### src/rtl/reaction_round_ctrl.sv
// Multi-round reaction-time game sequencer: random arm delay, prompt, ms reaction timing, scoring.
// React edges act 3 cycles after the button rises; no handshakes, all outputs are registered levels/pulses.
module reaction_round_ctrl #(
   parameter int ROUNDS       = 3,
   parameter int TICK_DIV     = 100000,
   parameter int MIN_DELAY_MS = 1000,
   parameter int DELAY_MASK_W = 11,
   parameter int TIMEOUT_MS   = 3000,
   parameter int HOLD_MS      = 500,
   parameter int TIME_W       = 12
) (
   input  logic              clk,
   input  logic              rst_n,
   input  logic              start,
   input  logic              abort,
   input  logic              react,
   input  logic              seed_load,
   input  logic [15:0]       seed,
   output logic [2:0]        state,
   output logic              prompt,
   output logic [3:0]        round_idx,
   output logic              result_valid,
   output logic [1:0]        result_code,
   output logic [TIME_W-1:0] last_time,
   output logic [TIME_W-1:0] best_time,
   output logic [TIME_W+3:0] sum_time,
   output logic [3:0]        false_cnt,
   output logic              done
);

   typedef enum logic [2:0] {
      S_IDLE   = 3'd0,
      S_ARM    = 3'd1,
      S_PROMPT = 3'd2,
      S_RESULT = 3'd3,
      S_DONE   = 3'd4
   } state_t;

   localparam logic [1:0]        RC_HIT     = 2'd0;
   localparam logic [1:0]        RC_FALSE   = 2'd1;
   localparam logic [1:0]        RC_TIMEOUT = 2'd2;
   localparam int                PW         = (TICK_DIV > 1) ? $clog2(TICK_DIV) : 1;
   localparam logic [15:0]       LFSR_INIT  = 16'hACE1;
   localparam logic [15:0]       LFSR_TAPS  = 16'hB400;
   localparam logic [TIME_W-1:0] TIME_MAX   = '1;
   localparam logic [TIME_W-1:0] T_TIMEOUT  = TIME_W'(TIMEOUT_MS);
   localparam logic [TIME_W-1:0] T_HOLD     = TIME_W'(HOLD_MS);
   localparam logic [TIME_W-1:0] T_MIN      = TIME_W'(MIN_DELAY_MS);

   state_t            st, st_nxt;
   logic [2:0]        sync_q;
   logic              react_edge;
   logic [15:0]       lfsr;
   logic [PW-1:0]     presc;
   logic              tick;
   logic              entering;
   logic [TIME_W-1:0] ms_cnt, ms_now, delay_ms;
   logic              res_en, new_game, round_inc;
   logic [1:0]        res_code_d;
   logic [TIME_W-1:0] res_time_d;

   assign react_edge = sync_q[1] & ~sync_q[2];
   assign tick       = (presc == PW'(TICK_DIV - 1));
   // ms_now is the count including a tick landing this cycle, so decisions see the up-to-date time.
   assign ms_now     = (tick && ms_cnt != TIME_MAX) ? ms_cnt + 1'b1 : ms_cnt;
   assign entering   = (st_nxt != st);
   assign state      = st;
   assign prompt     = (st == S_PROMPT);
   assign done       = (st == S_DONE);

   always_ff @(posedge clk or negedge rst_n) begin
      if (!rst_n) begin
         sync_q <= '0;
         lfsr   <= LFSR_INIT;
      end else begin
         sync_q <= {sync_q[1:0], react};
         if (st == S_IDLE && seed_load)
            lfsr <= (seed == 16'd0) ? LFSR_INIT : seed;
         else
            lfsr <= lfsr[0] ? ((lfsr >> 1) ^ LFSR_TAPS) : (lfsr >> 1);
      end
   end

   always_comb begin
      st_nxt     = st;
      res_en     = 1'b0;
      res_code_d = RC_HIT;
      res_time_d = '0;
      new_game   = 1'b0;
      round_inc  = 1'b0;
      if (abort) begin
         st_nxt = S_IDLE;
      end else begin
         unique case (st)
            S_IDLE, S_DONE: begin
               if (start) begin
                  new_game = 1'b1;
                  st_nxt   = S_ARM;
               end
            end
            S_ARM: begin
               if (react_edge) begin
                  res_en     = 1'b1;
                  res_code_d = RC_FALSE;
                  st_nxt     = S_RESULT;
               end else if (ms_now >= delay_ms) begin
                  st_nxt = S_PROMPT;
               end
            end
            S_PROMPT: begin
               // A press on the timeout tick still wins as a HIT at the limit time.
               if (react_edge) begin
                  res_en     = 1'b1;
                  res_code_d = RC_HIT;
                  res_time_d = ms_now;
                  st_nxt     = S_RESULT;
               end else if (ms_now >= T_TIMEOUT) begin
                  res_en     = 1'b1;
                  res_code_d = RC_TIMEOUT;
                  res_time_d = T_TIMEOUT;
                  st_nxt     = S_RESULT;
               end
            end
            S_RESULT: begin
               if (ms_now >= T_HOLD) begin
                  if (result_code == RC_FALSE) begin
                     st_nxt = S_ARM;
                  end else if (round_idx == 4'(ROUNDS - 1)) begin
                     st_nxt = S_DONE;
                  end else begin
                     round_inc = 1'b1;
                     st_nxt    = S_ARM;
                  end
               end
            end
            default: st_nxt = S_IDLE;
         endcase
      end
   end

   always_ff @(posedge clk or negedge rst_n) begin
      if (!rst_n) begin
         st       <= S_IDLE;
         presc    <= '0;
         ms_cnt   <= '0;
         delay_ms <= '0;
      end else begin
         st       <= st_nxt;
         presc    <= (entering || tick) ? '0 : presc + 1'b1;
         ms_cnt   <= entering ? '0 : ms_now;
         if (entering && st_nxt == S_ARM)
            delay_ms <= T_MIN + TIME_W'(lfsr[DELAY_MASK_W-1:0]);
      end
   end

   always_ff @(posedge clk or negedge rst_n) begin
      if (!rst_n) begin
         result_valid <= 1'b0;
         result_code  <= RC_HIT;
         last_time    <= '0;
         best_time    <= '1;
         sum_time     <= '0;
         false_cnt    <= '0;
         round_idx    <= '0;
      end else begin
         result_valid <= res_en;
         if (new_game) begin
            round_idx <= '0;
            sum_time  <= '0;
            false_cnt <= '0;
            best_time <= '1;
         end
         if (round_inc)
            round_idx <= round_idx + 1'b1;
         if (res_en) begin
            result_code <= res_code_d;
            last_time   <= res_time_d;
            if (res_code_d == RC_FALSE) begin
               if (false_cnt != 4'hF)
                  false_cnt <= false_cnt + 1'b1;
            end else begin
               sum_time <= sum_time + (TIME_W+4)'(res_time_d);
               if (res_code_d == RC_HIT && res_time_d < best_time)
                  best_time <= res_time_d;
            end
         end
      end
   end

endmodule

### config.mk
export PLATFORM = sky130hd
export DESIGN_NAME = reaction_round_ctrl
export DESIGN_NICKNAME = d
export VERILOG_FILES = /design/src/rtl/reaction_round_ctrl.sv
export SDC_FILE = /design/constraint.sdc
export NUM_CORES = 1
export LEC_CHECK = 0
export ABC_CLOCK_PERIOD_IN_PS = 7900
export BUFFER_PORTS_ARGS = -buffer_cell sky130_fd_sc_hd__buf_2
export CORE_AREA = 2 2 112 114
export CTS_CLUSTER_SIZE = 12
export DETAILED_ROUTE_END_ITERATION = 8
export DIE_AREA = 0 0 114 116
export GPL_TIMING_DRIVEN = 1
export PLACE_DENSITY = 0.76
export SYNTH_ARGS = -nofsm -noshare
export SYNTH_HDL_FRONTEND = slang
export SYNTH_SLANG_ARGS = --single-unit
export TNS_END_PERCENT = 20
### constraint.sdc
create_clock -name clk -period 7.9 [get_ports clk]
set_input_delay 1.58 -clock clk [delete_from_list [all_inputs] [get_ports clk]]
set_output_delay 1.58 -clock clk [all_outputs]
set_load 0.01 [all_outputs]
Yosys cells after proc, flatten, opt, wreduce, memory -nomap -nowiden
Cells that the tools add are included.
{"block": "totals", "inputBits": 22, "output_inout_bits": 56, "ff_bits": 114, "elab_cells": 99}
{"block": "classes", "magnitude_cmp": 4, "addsub": 6, "muxes": 51, "eq_ne": 12, "n_bitwise": 3, "n_reduce_logical": 10}
{"cell": "12-bit 2-to-1 mux", "n": 10}
{"cell": "16-bit 2-to-1 mux", "n": 6}
{"cell": "3-bit 2-to-1 mux", "n": 9}
{"cell": "4-bit 2-to-1 mux", "n": 6}
{"cell": "17-bit by 1-bit adder with 17-bit output, second input constant", "n": 1}
{"cell": "17-bit == test, second input constant", "n": 1}
{"cell": "17-bit 2-to-1 mux", "n": 1}
{"cell": "16-bit by 12-bit adder with 16-bit output", "n": 1}
{"cell": "16-bit zero test", "n": 1}
{"cell": "1-bit 2-to-1 mux", "n": 13}
{"cell": "10-bit by 11-bit adder with 12-bit output, first input constant", "n": 1}
{"cell": "12-bit by 1-bit adder with 12-bit output, second input constant", "n": 1}
{"cell": "12-bit >= comparator", "n": 1}
{"cell": "12-bit >= comparator, second input constant", "n": 1}
{"cell": "12-bit by 9-bit >= comparator with 1-bit output, second input constant", "n": 1}
{"cell": "12-bit < comparator", "n": 1}
{"cell": "12-bit inequality test, second input constant", "n": 1}
{"cell": "3-bit case mux with 4 select lines", "n": 1}
{"cell": "4-bit by 1-bit adder with 4-bit output, second input constant", "n": 2}
{"cell": "3-bit by 1-bit == test with 1-bit output, second input constant", "n": 2}
{"cell": "3-bit by 2-bit == test with 1-bit output, second input constant", "n": 2}
{"cell": "2-bit 2-to-1 mux", "n": 3}
{"cell": "2-bit by 1-bit == test with 1-bit output, second input constant", "n": 2}
{"cell": "4-bit by 2-bit == test with 1-bit output, second input constant", "n": 1}
{"cell": "other kinds (14)", "n": 17}

Logic depth before layout (Yosys ltp)
Gate-level depths: netlist of the first run.
{"block": "logic_depth", "depth_word": 13, "depth_mapped": 24, "depth_no_buf": 21}

Least setup slack after synthesis of the first run
Ideal clock, no wire load.
{"block": "synth_path", "path_type": "input to register", "startpoint": "input port abort", "endpoint": "register sum_time[14]", "setup_time_ps": 131, "required_ps": 7769, "path_stages": 17, "n_path_buf": 1, "slack_ps": 3455, "arrival_time_ps": 4314, "cell_sequence": "clkbuf_1 nor2_1 nand2_1 nor2_1 ha_1 inv_1 fa_1 nor2b_1 o21ai_0 a21oi_1 o21ai_0 a21oi_1 o21ai_0 a21oi_1 o22ai_1 o211ai_1 o31ai_1"}
{"block": "synth_via", "elab_chain_cells": 4, "word_cells_on_any_way": 9, "classes_between": "add/sub (1); eq/ne (1); mux (7)"}
{"element": "from (decl)", "line_no": "15", "rtl": "input logic abort,"}
{"element": "12-bit 2-to-1 mux", "line_no": "91", "rtl": "if (abort) begin"}
{"element": "via res_time_d[0]", "line_no": "60", "rtl": "logic [TIME_W-1:0] res_time_d;"}
{"element": "16-bit by 12-bit adder with 16-bit output", "line_no": "182", "rtl": "sum_time <= sum_time + (TIME_W+4)'(res_time_d);"}
{"element": "16-bit 2-to-1 mux", "line_no": "178", "rtl": "if (res_code_d == RC_FALSE) begin"}
{"element": "16-bit 2-to-1 mux", "line_no": "175", "rtl": "if (res_en) begin"}
{"element": "to (signal assigned)", "line_no": "182"}
{"element": "to (decl)", "line_no": "26", "rtl": "output logic [TIME_W+3:0] sum_time,"}
The timed path passes the listed nets, and every way through them passes these cells.
A chain may end at the register's enable or synchronous reset.

Final worst setup path of the first run
{"block": "layout_path", "startpoint": "register presc[0]", "endpoint": "register sum_time[15]"}
{"block": "layout_via", "elab_chain_cells": 11, "word_cells_on_any_way": 20, "classes_between": "add/sub (1); order compare (1); eq/ne (2); mux (15); reduce/logical (1)"}
{"element": "from (decl)", "line_no": "54", "rtl": "logic [PW-1:0] presc;"}
{"element": "from (signal assigned)", "line_no": "149", "rtl": "presc <= (entering || tick) ? '0 : presc + 1'b1;"}
{"element": "17-bit == test *", "line_no": "63", "rtl": "assign tick = (presc == PW'(TICK_DIV - 1));"}
{"element": "1-bit logical AND *", "line_no": "65", "rtl": "assign ms_now = (tick && ms_cnt != TIME_MAX) ? ms_cnt + 1'b1 : ms_cnt;"}
{"element": "12-bit 2-to-1 mux *", "line_no": "65"}
{"element": "12-bit >= comparator", "line_no": "117", "rtl": "end else if (ms_now >= T_TIMEOUT) begin"}
{"element": "12-bit 2-to-1 mux", "line_no": "117"}
{"element": "12-bit 2-to-1 mux *", "line_no": "112", "rtl": "if (react_edge) begin"}
{"element": "12-bit 2-to-1 mux *", "line_no": "94", "rtl": "unique case (st)"}
{"element": "12-bit 2-to-1 mux *", "line_no": "91"}
{"element": "via res_time_d[3]", "line_no": "60"}
{"element": "16-bit by 12-bit adder with 16-bit output *", "line_no": "182"}
{"element": "16-bit 2-to-1 mux *", "line_no": "178"}
{"element": "16-bit 2-to-1 mux *", "line_no": "175"}
Mark *: on every way through the listed nets, which the timed path passes. The rest lies on a longest branch.

==> results_dict.tcl, run 1 <==
set metrics [dict create \
    reg2reg_to "sum_time[15]" \
    hpwl_um 11100 \
    synth_cell_types 69 \
    chipHeight_um 116 \
    floorplan.io_pins 78 \
    worst_case_hold_path_end_point "sync_q[1]" \
    cts_tree "yes" \
    maximum_number_of_pins_on_one_net_before_global_route_repair 74 \
    post_place_setup_slack_ns 2.13 \
    synth.yosys.seq_area_share_pct 44.1 \
    dieWidth_um 114 \
    switchingPower_mw 0.632 \
    asyncSetResetFlopFracSynth_pct 100 \
    launch_point_of_the_worst_path "presc[0]" \
    post_synth_main_area_contributors "dfrtp_1 (36%), dfstp_2 (8.1%), ha_1 (7.7%)" \
    rows 40 \
    clk_path_buf_depth 2 \
    critPathBufInv 3 \
    criticalPathCategory "flip-flop to flip-flop" \
    min-delay-path-class "flip-flop to flip-flop" \
    post_route_cells_drive_above_1_share_pct 22.3 \
    worst_path_largest_cell_delay_ns 0.69 \
    first_global_vias 5433 \
    post-synth-top-area-fraction_pct 36.1 \
    slew_headroom_pct 38.5 \
    fin_worst_hold_slack_ns 0.353 \
    synthesis.nets 725 \
    syn_avg_cell_area_um2 9.85 \
    dr.first_iter.drc_count 432 \
    run_status "finished clean" \
    cts_hold_buf 0 \
    num_vias 5342 \
    report.final.slew_viol_count 0 \
    final_layout_net_count 802 \
    worst_path_max_delay_cell "or4_4" \
    synth.largest_area_cell "dfrtp_1" \
    cp.arrival_ns 6.28 \
    r2r_slack_ns 1.92 \
    setup_viol 0 \
    drtPass1Iterations 5 \
    critical-path-top-delay-family "compound AO/OA/AOI/OAI gates" \
    finClkSkew_ns 0.0100 \
    power_frac_clock_pct 41.4 \
    routed_wl_um 16000 \
    grt_setup_unrepaired "no" \
    dominantRegCellSynth "dfrtp_1" \
    drt_drc_violations_left 0 \
    fmaxAchievable_mhz 167 \
    holdCritStartpoint "sync_q[0]" \
    kind_of_capture_point_of_the_worst_setup_path "flip-flop" \
    vdd_drop_max_uv 198 \
    leakage_dissipation_nw 3.95 \
    combinationalPowerShare_pct 21.5 \
    reg2regPathDepth 21 \
    finalWorstPathRequiredPeriod_ns 5.98 \
    fin_cells 899 \
    critical_path.reg2reg.startpoint "presc[0]" \
    synth_cells 662 \
    synth-edff-count 0 \
    postCtsResizedCells 0 \
    timing.critical_path.cells "ha_1 > and4_1 > nand4_1 > or4_4 > mux2i_4 > inv_1 > o2111ai_1 > a21oi_2 > o21ai_2 > buf_4 > a21oi_1 > ha_1 > inv_1 > o21ai_0 > a21oi_1 > o21ai_0 > a211oi_1 > o21ai_0 > a31oi_1 > nor3b_1 > mux2i_1" \
    power_report.internal_total_mw 1.60 \
    p_seq_share_pct 37.1 \
    clock_sinks 114 \
    initial_core_util_pct 54.7 \
    postLayoutSetupSlackWorst_ns 1.92 \
    yosysWarnings 0 \
    cellPowerDensity_nw_per_um2 289 \
    setup-tns-final_ns 0 \
    clk_pin_slew_worst_paths_ns 0.05 \
    cell_type_with_the_highest_occurrence_count_on_the_critical_path "o21ai_0" \
    finalWeightedCongestion 0.914 \
    fp.dieArea_um2 13200 \
    hold_viol_final 0 \
    post-synth-top-count-cell "dfrtp_1" \
    global_route_overflow 0 \
    critPathRequiredTime_ns 8.19 \
    period_share_pct 75.7 \
    postCtsSetupBuffers 0 \
    grt_util_all_layers_pct 25.9 \
    clock_insertion_delay_worst_skew_ns 0.42 \
    numCtsBuffers 17 \
    clock-root-buffer "clkbuf_16" \
    p_sw_share_pct 28.3 \
    mappedNetlistArea_um2 6520 \
    cell_count_post_placement 867 \
    postSynthRegisterBits 114 \
    tightest_slew_ns 0.922 \
    htree_levels 4 \
    hold-path-cell-count 0 \
    startpoint_type "flip-flop" \
    grt_antenna_before_repair 0 \
    synth.cells.most_frequent "dfrtp_1 (94), nand2_1 (61), nor2_1 (57), inv_1 (48), ha_1 (40)" \
    crit_fanout 28 \
    core-area_um2 11900 \
    grt_pass1_wl_um 26700 \
    quantity_of_i_o_buffers_inserted_on_ports 77 \
    vias_per_cell 5.94 \
    cap_viol_max_count 0 \
    antenna_cells_inserted 0 \
    syn2layout_area_growth_pct 18.5 \
    antenna_left 0 \
    route.detailed.wl_per_inst_um 17.8 \
]
metrics by stage:
step                total power, mW  area [um2]  utilization [%]
floorplan                      1.14        6520                -
global placement               1.28        7020             58.9
detailed placement             1.31        7020             58.9
CTS                            2.24        7730             64.9
global route                   2.33        7730             64.9
finish                         2.23        7730             64.9
cell families after synthesis:
logic type / Yosys count / share of synthesized area (%)
and+or+nand+nor: 235 / 18.4
buffers and inverters: 71 / 4.36
AOI/OAI and AO/OA: 122 / 13.0
DFF: 114 / 44.1
muxes: 38 / 6.56
adders and majority gates: 41 / 7.98
xor gates and xnor gates: 41 / 5.51
worst max path at each step:
stage	endpoint	depth (start not counted)
3_5_place_dp	sum_time[15]	21
2_1_floorplan	sum_time[14]	17
6_report	sum_time[15]	21
5_1_grt	sum_time[15]	21
3_3_place_gp	best_time[7]	21
4_1_cts	sum_time[15]	21
layer usage:
layer	track usage [%]	part of all wire [%]	vias up
li1	-	-	2494
met1	33.4	43	2596
met2	42.0	48	212
met3	6.07	5.8	40
met4	11.3	2.8	0
met5	0	0	-
cell type report:
type                            count  area, um2
Tap cell                          147        184
Timing Repair Buffer               81        418
Sequential cell                   114       2880
Multi-Input combinational cell    477       3360
Clock inverter                     11        255
Inverter                           48        180
Fill cell                         960       4180
Clock buffer                       21        450
power by group through the flow:
stage	combinational, mW	sequential (mW)	clock (mW)
final	0.480	0.828	0.924
after global routing	0.532	0.844	0.959
after CTS	0.484	0.828	0.932
after detailed placement	0.471	0.834	0
after global placement	0.450	0.825	0
after floorplan	0.321	0.822	0
flip-flops by register name, summed over array words and instances (netlist names), 3 cells and up:
| name | flops |
|---|---|
| best_time | 12 |
| lfsr | 16 |
| ms_cnt | 12 |
| delay_ms | 12 |
| sum_time | 16 |
| round_idx | 4 |
| last_time | 12 |
| presc | 17 |
| false_cnt | 4 |
| state | 3 |
| sync_q | 3 |
placed cells by master (no fill, tap or decap), types with 18 or more instances in the layout:
cell type   n
xnor2_1    21
nand2_1    61
buf_2      76
o21ai_0    24
dfrtp_1    94
nor2_1     57
inv_1      48
dfstp_2    20
nand3_1    30
ha_1       40
a21oi_1    24
mux2_2     18
xor2_1     20
worst register-to-register path, stage by stage (launching register included):
cell	delay [ns]
dfrtp_1	0.39
ha_1	0.22
and4_1	0.30
nand4_1	0.48
or4_4	0.69
mux2i_4	0.23
inv_1	0.11
o2111ai_1	0.14
a21oi_2	0.29
o21ai_2	0.14
buf_4	0.28
a21oi_1	0.46
ha_1	0.34
inv_1	0.08
o21ai_0	0.09
a21oi_1	0.23
o21ai_0	0.23
a211oi_1	0.40
o21ai_0	0.21
a31oi_1	0.31
nor3b_1	0.11
mux2i_1	0.13
Power figures use the tool's default switching activity.
==> inputs of run 2 (changes only) <==
- ABC_CLOCK_PERIOD_IN_PS: 7900 -> 5700
- clock period: 7.9 -> 5.7 ns (I/O delays scaled with it)
==> results_dict.tcl, run 2 (synthesis results as in run 1) <==
set metrics [dict create \
    run_status "finished clean" \
    htree_levels 4 \
    tightest_slew_ns 0.822 \
    sequential_cell_area_um2 2880 \
    cell_count_post_placement 876 \
    first_global_vias 5294 \
    mostFrequentLayoutCell "dfrtp_1" \
    report.final.slew_viol_count 0 \
    grt_setup_unrepaired "no" \
    layout.cells.most_common_list "dfrtp_1 (94), buf_2 (76), nand2_1 (61)" \
    critPathBufInv 3 \
    initial_core_util_pct 54.7 \
    finClkSkew_ns 0.00540 \
    reg2reg_to "delay_ms[10]" \
    vdd_drop_max_uv 265 \
    postCtsSetupBuffers 0 \
    worst_path_max_delay_cell "o211ai_2" \
    quantity_of_i_o_buffers_inserted_on_ports 77 \
    cap_viol_max_count 0 \
    hpwl_um 11300 \
    reg2regPathDepth 20 \
    post_dp_cell_area_um2 7090 \
    rows 40 \
    kind_of_capture_point_of_the_worst_setup_path "flip-flop" \
    clk_path_buf_depth 2 \
    chipHeight_um 116 \
    startpoint_type "flip-flop" \
    vias_per_cell 5.85 \
    largest_register_ff_count 17 \
    numCtsBuffers 17 \
    crit_fanout 15 \
    clock_sinks 114 \
    worst_path_largest_cell_delay_ns 0.59 \
    postCtsResizedCells 0 \
    r2r_slack_ns 0.53 \
    core-area_um2 11900 \
    drt_drc_violations_left 0 \
    hold_viol_final 0 \
    routed_wl_um 15800 \
    clock_insertion_delay_worst_skew_ns 0.42 \
    cp.arrival_ns 5.47 \
    critical-path-top-delay-family "simple AND/OR/NAND/NOR gates" \
    global_route_overflow 0 \
    route.detailed.wl_per_inst_um 17.4 \
    fin_worst_hold_slack_ns 0.358 \
    hold-path-cell-count 0 \
    min-delay-path-class "flip-flop to flip-flop" \
    setup-tns-final_ns 0 \
    top_registers "presc x17, lfsr x16, sum_time x16" \
    dr.first_iter.drc_count 348 \
    dieWidth_um 114 \
    drtPass1Iterations 5 \
    setup_viol 0 \
    grt_util_all_layers_pct 25.4 \
    clock-root-buffer "clkbuf_16" \
    fmaxAchievable_mhz 193 \
    register_containing_the_most_flip_flops_in_the_final_layout "presc" \
    finalWeightedCongestion 0.900 \
    num_vias 5311 \
    cts_tree "yes" \
    cp_num_cells 20 \
    cts_hold_buf 0 \
    final_layout_net_count 811 \
    grt_antenna_before_repair 0 \
    slew_headroom_pct 44.8 \
    syn2layout_area_growth_pct 18.6 \
    grt_pass1_wl_um 26100 \
    critPathRequiredTime_ns 6.00 \
    critical_path.reg2reg.startpoint "presc[0]" \
    fin_cells 908 \
    leakage_dissipation_nw 3.96 \
    power_mw 2.96 \
    antenna_left 0 \
    floorplan.io_pins 78 \
    combined_area_of_the_multi_input_logic_cells_um2 3360 \
    holdCritStartpoint "sync_q[0]" \
    fillerInstances 970 \
    finalWorstPathRequiredPeriod_ns 5.17 \
    cellPowerDensity_nw_per_um2 383 \
    fp.dieArea_um2 13200 \
    timing.critical_path.cells "ha_1 > and4_1 > nand4_1 > buf_4 > nor2_2 > nand2_1 > xor2_1 > inv_1 > ha_1 > nand4_1 > nor3_1 > nand2_1 > o22ai_1 > a31oi_1 > a21oi_1 > a32oi_1 > o211ai_2 > nand4b_2 > buf_4 > mux2i_1" \
    maximum_number_of_pins_on_one_net_before_global_route_repair 66 \
    antenna_cells_inserted 0 \
    criticalPathCategory "flip-flop to flip-flop" \
    period_share_pct 90.7 \
    final_area_um2 7730 \
    worst_case_hold_path_end_point "sync_q[1]" \
    post_route_cells_drive_above_1_share_pct 23.3 \
    clk_pin_slew_worst_paths_ns 0.05 \
]
[run 2: worst max-delay path by stage]
stage / startpoint / to / slack (ns)
CTS: presc[0] / delay_ms[10] / 0.57
global placement: presc[0] / delay_ms[11] / 0.81
finish: presc[0] / delay_ms[10] / 0.53
global route: presc[0] / delay_ms[9] / 0.01
detailed placement: presc[0] / delay_ms[10] / 0.59
floorplan: presc[0] / best_time[7] / 1.29
[run 2: metrics by stage]
step	util [%]	setup slack, ns
floorplan	-	1.29
global placement	59.5	0.811
detailed placement	59.5	0.594
CTS	64.9	0.568
global route	64.9	0.0143
finish	64.9	0.530
[run 2: where the power goes]
part	leakage, nW	switching [mW]	internal (mW)	total [mW]
Clock	0.310	0.366	0.795	1.16
Combinational	2.20	0.362	0.292	0.654
Sequential	1.45	0.135	1.01	1.15
Total	3.96	0.863	2.10	2.96
[run 2: area by class of cell]
cell class	count	share of cell area, %
clock buffers	22	6.00
clock inverters	10	2.33
inverters	48	2.33
multi-input cells	477	43.5
flip-flops and latches	114	37.2
well taps	147	2.38
repair buffers	90	6.28
[run 2: routing by layer]
layer  vias to the layer above  global-route usage (%)  wire length [um]
li1                       2515                       -                 -
met1                      2580                    32.8              6770
met2                       179                    41.2              7610
met3                        37                    5.91               970
met4                         0                    11.3               401
met5                         -                       0                 0
